**src/rtl/pwm32_if.sv**
```systemverilog
// pwm32_if: connection between the APB PWM32 register block and the PWM core.
// Carries the prescaler/compare/enable fields and the core's status outputs.
// The master side (register block) drives configuration; the slave side (core)
// consumes it and drives pwm_out, period_tick and tmr_value.
interface pwm32_if #(
  parameter int CNT_W = 32
);
  logic [CNT_W-1:0] PRE;
  logic [CNT_W-1:0] TMRCMP1;
  logic [CNT_W-1:0] TMRCMP2;
  logic             TMREN;
  logic             pwm_out;
  logic             period_tick;
  logic [CNT_W-1:0] tmr_value;

  modport master (
    output PRE, TMRCMP1, TMRCMP2, TMREN,
    input  pwm_out, period_tick, tmr_value
  );

  modport slave (
    input  PRE, TMRCMP1, TMRCMP2, TMREN,
    output pwm_out, period_tick, tmr_value
  );
endinterface

```
**src/rtl/pwm32_core.sv**
```systemverilog
// pwm32_core: prescaled 32-bit PWM generator.
// Period is TMRCMP1+1 timer ticks, high time is TMRCMP2 ticks, a timer tick
// happens every PRE+1 PCLK cycles. pwm_out and period_tick are registered.
// Build option PWM32_SHADOW_EN: compare values are shadowed and only updated
// while disabled or on a timer wrap, so mid-period writes never glitch the pin.
module pwm32_core #(
  parameter int CNT_W = 32
) (
  input  logic     PCLK,
  input  logic     PRESETn,
  pwm32_if.slave   bus
);

  localparam logic [CNT_W-1:0] CNT_ZERO = {CNT_W{1'b0}};
  localparam logic [CNT_W-1:0] CNT_ONE  = {{(CNT_W-1){1'b0}}, 1'b1};

  logic [CNT_W-1:0] pre_cnt_d, pre_cnt_q;
  logic [CNT_W-1:0] tmr_d, tmr_q;
  logic             pwm_d, pwm_q;
  logic             period_tick_d, period_tick_q;
  logic             tick_s;
  logic             wrap_s;
  logic [CNT_W-1:0] cmp1_s;
  logic [CNT_W-1:0] cmp2_s;

`ifdef PWM32_SHADOW_EN
  logic [CNT_W-1:0] cmp1_d, cmp1_q;
  logic [CNT_W-1:0] cmp2_d, cmp2_q;

  // Reload the compare shadows while idle or at a period boundary only.
  always_comb begin
    cmp1_d = cmp1_q;
    cmp2_d = cmp2_q;
    if (!bus.TMREN || wrap_s) begin
      cmp1_d = bus.TMRCMP1;
      cmp2_d = bus.TMRCMP2;
    end else begin
      cmp1_d = cmp1_q;
      cmp2_d = cmp2_q;
    end
  end

  // Shadow compare registers.
  always_ff @(posedge PCLK or negedge PRESETn) begin
    if (!PRESETn) begin
      cmp1_q <= CNT_ZERO;
      cmp2_q <= CNT_ZERO;
    end else begin
      cmp1_q <= cmp1_d;
      cmp2_q <= cmp2_d;
    end
  end

  assign cmp1_s = cmp1_q;
  assign cmp2_s = cmp2_q;
`else
  assign cmp1_s = bus.TMRCMP1;
  assign cmp2_s = bus.TMRCMP2;
`endif

  // Prescaler tick and timer wrap detection; >= so a lowered limit wraps at once.
  always_comb begin
    tick_s = bus.TMREN && (pre_cnt_q >= bus.PRE);
    wrap_s = tick_s && (tmr_q >= cmp1_s);
  end

  // Next-state for prescaler, timer, pin and period pulse; disable overrides all.
  always_comb begin
    pre_cnt_d     = CNT_ZERO;
    tmr_d         = CNT_ZERO;
    pwm_d         = 1'b0;
    period_tick_d = 1'b0;
    if (bus.TMREN) begin
      if (tick_s) begin
        pre_cnt_d = CNT_ZERO;
        if (wrap_s) begin
          tmr_d         = CNT_ZERO;
          period_tick_d = 1'b1;
        end else begin
          tmr_d         = tmr_q + CNT_ONE;
          period_tick_d = 1'b0;
        end
      end else begin
        pre_cnt_d     = pre_cnt_q + CNT_ONE;
        tmr_d         = tmr_q;
        period_tick_d = 1'b0;
      end
      pwm_d = (tmr_q < cmp2_s);
    end else begin
      pre_cnt_d     = CNT_ZERO;
      tmr_d         = CNT_ZERO;
      pwm_d         = 1'b0;
      period_tick_d = 1'b0;
    end
  end

  // Counter and output registers.
  always_ff @(posedge PCLK or negedge PRESETn) begin
    if (!PRESETn) begin
      pre_cnt_q     <= CNT_ZERO;
      tmr_q         <= CNT_ZERO;
      pwm_q         <= 1'b0;
      period_tick_q <= 1'b0;
    end else begin
      pre_cnt_q     <= pre_cnt_d;
      tmr_q         <= tmr_d;
      pwm_q         <= pwm_d;
      period_tick_q <= period_tick_d;
    end
  end

  assign bus.pwm_out     = pwm_q;
  assign bus.period_tick = period_tick_q;
  assign bus.tmr_value   = tmr_q;

endmodule

```
**src/flat_wrapper.sv**
```systemverilog
// flat-port wrapper written by rule: the top's interface ports become plain ports
module pwm32_core_flat 
#(
  parameter int CNT_W = 32
)
  (PCLK, PRESETn, bus_PRE, bus_TMRCMP1, bus_TMRCMP2, bus_TMREN, bus_pwm_out, bus_period_tick, bus_tmr_value);
  pwm32_if #(.CNT_W(CNT_W)) bus_i ();
  input  logic PCLK;
  input  logic PRESETn;
  input wire logic [$bits(bus_i.PRE)-1:0] bus_PRE;
  input wire logic [$bits(bus_i.TMRCMP1)-1:0] bus_TMRCMP1;
  input wire logic [$bits(bus_i.TMRCMP2)-1:0] bus_TMRCMP2;
  input wire logic [$bits(bus_i.TMREN)-1:0] bus_TMREN;
  output wire logic [$bits(bus_i.pwm_out)-1:0] bus_pwm_out;
  output wire logic [$bits(bus_i.period_tick)-1:0] bus_period_tick;
  output wire logic [$bits(bus_i.tmr_value)-1:0] bus_tmr_value;
  assign bus_i.PRE = bus_PRE;
  assign bus_i.TMRCMP1 = bus_TMRCMP1;
  assign bus_i.TMRCMP2 = bus_TMRCMP2;
  assign bus_i.TMREN = bus_TMREN;
  assign bus_pwm_out = bus_i.pwm_out;
  assign bus_period_tick = bus_i.period_tick;
  assign bus_tmr_value = bus_i.tmr_value;
  pwm32_core #(.CNT_W(CNT_W)) u_core (.PCLK(PCLK), .PRESETn(PRESETn), .bus(bus_i));
endmodule
```
**config.mk**
```make
export PLATFORM = sky130hd
export DESIGN_NAME = pwm32_core_flat
export DESIGN_NICKNAME = d
export VERILOG_FILES = /design/src/rtl/pwm32_if.sv /design/src/rtl/pwm32_core.sv /design/src/flat_wrapper.sv
export SDC_FILE = /design/constraint.sdc
export NUM_CORES = 1
export LEC_CHECK = 0
export CORE_ASPECT_RATIO = 2
export CORE_MARGIN = 1.5
export CORE_UTILIZATION = 56
export CTS_CLUSTER_SIZE = 24
export DETAILED_ROUTE_END_ITERATION = 10
export GPL_ROUTABILITY_DRIVEN = 0
export HOLD_SLACK_MARGIN = 0.02
export PLACE_DENSITY = 0.83
export RECOVER_POWER = 25
export SLEW_MARGIN = 25
export SYNTH_ARGS = -nofsm -noshare
export SYNTH_HDL_FRONTEND = slang
export SYNTH_SLANG_ARGS = --single-unit
```
**constraint.sdc**
```tcl
create_clock -name PCLK -period 6.45 [get_ports PCLK]
set_input_delay 1.29 -clock PCLK [delete_from_list [all_inputs] [get_ports PCLK]]
set_output_delay 1.29 -clock PCLK [all_outputs]
set_load 0.02 [all_outputs]
```
==> flow_summary.json <==
{
  "outcome": "finished with violations",
  "violations": "max-capacitance violations, max-slew violations",
  "cp.depth": 2,
  "static-leakage-power_uw": 0.00380,
  "synth_compound_area_share_pct": 16.2,
  "relSlewSlack_pct": -142,
  "yosysMostFrequentCell": "inv_1",
  "hpwlAfterDp_microns": 13000,
  "tightestPinTransition_ns": 3.63,
  "die-area_sq_um": 11400,
  "post_cts_buffers": 0,
  "htreeDepth": 3,
  "cts.sinks": 66,
  "grt_use_met1_pct": 31.0,
  "p_sw_share_pct": 23.4,
  "antenna_cells": 0,
  "die_width_microns": 76.2,
  "maxCapViolations": 1,
  "antenna_found_initial": 0,
  "synth_top_family_by_area": "simple AND/OR/NAND/NOR gates",
  "area_growth_pct": 28.4,
  "top_usage_layer": "met2",
  "min_path_type": "reg2reg",
  "cpPeakStageDelay_ns": 2.53,
  "holdBufCountCts": 0,
  "min_period_ns": 4.36,
  "holdPathStages": 1,
  "grtUsageMet2_pct": 58.9,
  "drive_above_1_share_pct": 4.37,
  "async_flop_share_pct": 100,
  "cp_slowest_cell": "clkbuf_1",
  "coreArea_sq_um": 10500,
  "fin_crit_sh_pct": 67.6,
  "synth_fa_ha_area_share_pct": 20.2,
  "cp_top_family": "buffers and inverters",
  "pwr-share-clk_pct": 49.3,
  "synth.net_count": 911,
  "cts_tree": "yes",
  "synthMuxAreaShare_pct": 0,
  "crit_chain": "buf_2 > clkbuf_1",
  "synth_xor_area_share_pct": 4.38,
  "wire_per_inst_microns": 17.7,
  "clk_path_buf_depth": 2,
  "p_seq_share_pct": 38.1,
  "regToRegStartpoint": "u_core.bus.tmr_value[30]",
  "r2r_cells": 9,
  "crit_type": "in2async",
  "dr.pass1.iters": 5,
  "clk_pin_slew_ns": 0.06,
  "drc": 0,
  "ys_seq_area_share_pct": 27.5,
  "drt-initial-drc-count": 329,
  "ys_types": 64,
  "worstSetupEndpoint": "u_core.bus.tmr_value[25]",
  "gr-usage-all-layers_pct": 31.2,
  "cts_buffers": 9,
  "r2r_end": "u_core.bus.tmr_value[22]",
  "ys_seq_elements": 66,
  "required_ns": 6.06,
  "synth_edf_count": 0,
  "wirelength_microns": 17400,
  "finalSetupTns_ns": 0,
  "start_util_pct": 57.3,
  "peakVddDrop_mv": 0.143,
  "p_sw_uw": 257,
  "setup_viol": 0,
  "min_from": "u_core.pre_cnt_q[0]",
  "reg2reg_slack_ns": 3.34,
  "synth_area_leader_cell": "dfrtp_1",
  "power_density_nw_per_um2": 143,
  "cts_resized": 0,
  "grt_first_pass_wirelength_microns": 28500,
  "drv_slew": 67,
  "die_h_microns": 149,
  "grt-ovfl-total": 0,
  "synth.cells.most_frequent": "inv_1, ha_1, dfrtp_1",
  "syn_inst": 715,
  "synthSimpleGateAreaFrac_pct": 22.4,
  "synth_top_area_share_pct": 27.5,
  "grt_pass1_vias": 6276,
  "post_drt_via_cell_ratio": 6.17,
  "crit_start": "PRESETn",
  "clockRootBuffer": "clkbuf_16",
  "routed-via-count": 6068,
  "hold_viol": 0,
  "rows": 53,
  "setup_ws_ns": 2.09,
  "nNetsFinal": 1037,
  "worstSkewPairLatency_ns": 0.34,
  "antenna_left": 0,
  "cp-end-kind": "async pin",
  "cp.arrival_ns": 3.98,
  "grt_max_degree": 67,
  "synth_area_sq_um": 6000,
  "use_met3_pct": 4.76,
  "io_buffers": 132,
  "startpoint_type": "input pin",
  "io_pins": 133,
  "yosys_warnings": 0,
  "fin_worst_skew_ns": 0.00520,
  "pre_cts_ws_ns": 2.04,
  "synth.area.top_cells": "dfrtp_1, ha_1, inv_1, a21oi_1, nand4_1",
  "rsz0062_at_grt": "no",
  "internal_power_uw": 842,
  "synthFlopType": "dfrtp_1",
  "power_frac_comb_pct": 12.7,
  "max_freq_mhz": 229,
  "worst-path-buf-inv": 2,
  "cp_max_fo": 66,
  "avgSynthCellArea_sq_um": 8.40
}
-- state kept, by name, indices dropped and copies added, names as in the netlist --
signal and flops:
u_core.bus.pwm_out 1, u_core.bus.period_tick 1, u_core.bus.tmr_value 32, u_core.pre_cnt_q 32
-- kinds of logic (layout without fill, tap and decap cells) --
logic type / after synthesis / after routing
compound gates: 139 / 139
flops: 66 / 66
simple gates: 255 / 255
buf+inv: 128 / 259
xor+xnor: 30 / 30
fa+ha+maj: 97 / 97
-- how the worst min path moves through the flow --
stage	endpoint	slack (ns)
6_report	u_core.pre_cnt_q[0]	0.56
5_1_grt	u_core.pre_cnt_q[0]	0.57
4_1_cts	u_core.pre_cnt_q[0]	0.57
3_5_place_dp	u_core.pre_cnt_q[0]	0.53
3_3_place_gp	u_core.pre_cnt_q[0]	0.52
2_1_floorplan	u_core.pre_cnt_q[0]	0.47
-- routing by layer --
metal / up-vias / share of wire (%)
met5: - / 0
met2: 257 / 54
met4: 0 / 5.7
li1: 2814 / -
met1: 2921 / 35
met3: 76 / 4.9
-- area by class of cell --
class                      instances  area [sq um]
tap                              137           171
fill                             810          2770
clock inverter                     6          90.1
timing repair buffer             138          1350
clock buffer                      10           239
sequential                        66          1650
multi-input combinational        521          3810
inverter                         105           394
-- through the flow --
stage	std cells	cell area, sq um	hold WS, ns	power (uW)	util [%]
floorplan	715	6000	0.474	480	-
global placement	967	7380	0.520	557	70.5
detailed placement	967	7380	0.526	565	70.5
CTS	983	7710	0.570	1100	73.6
global route	983	7710	0.573	1140	73.6
finish	983	7710	0.561	1100	73.6
-- placed cells by master, fill, tap and decap left out, types with 3 or more instances in the layout --
master	netlist	routed
a21oi_1	41	41
a211oi_1	4	3
xnor2_1	13	13
nor2_1	50	50
nand2_1	51	51
and4_1	6	6
nand3_1	39	39
o22ai_1	5	5
and3_1	20	20
o21ai_1	3	3
nor4_1	5	5
inv_1	105	105
a32oi_1	14	14
o211ai_1	6	6
nand4_1	32	32
buf_4	1	5
nand3b_1	4	4
nor2b_1	5	5
clkdlybuf4s50_1	0	130
a21o_1	14	14
o32ai_1	4	4
o41ai_1	11	11
o21ai_0	13	13
or4_1	3	3
xor2_1	17	17
dfrtp_1	66	66
and3_2	3	3
nand2b_1	6	6
or3_1	10	10
ha_1	97	97
clkbuf_16	0	9
nor3_1	8	8
-- power by group through the flow --
stage               registers, uW  clock network, uW  logic [uW]
CTS                           418                544         140
finish                        419                541         139
floorplan                     426                  0        54.5
detailed placement            426                  0         139
global route                  419                565         155
global placement              426                  0         132
-- worst register-to-register path, stage by stage, from the launching register on --
cell and delay [ns]:
dfrtp_1 0.47, ha_1 0.37, nand4_1 0.22, nor4_1 0.54, nor3b_1 0.40, a211oi_4 0.10
buf_4 0.26, nand2b_1 0.12, buf_4 0.33, o211ai_1 0.17
Note: power is estimated with default switching activity, not from simulation.
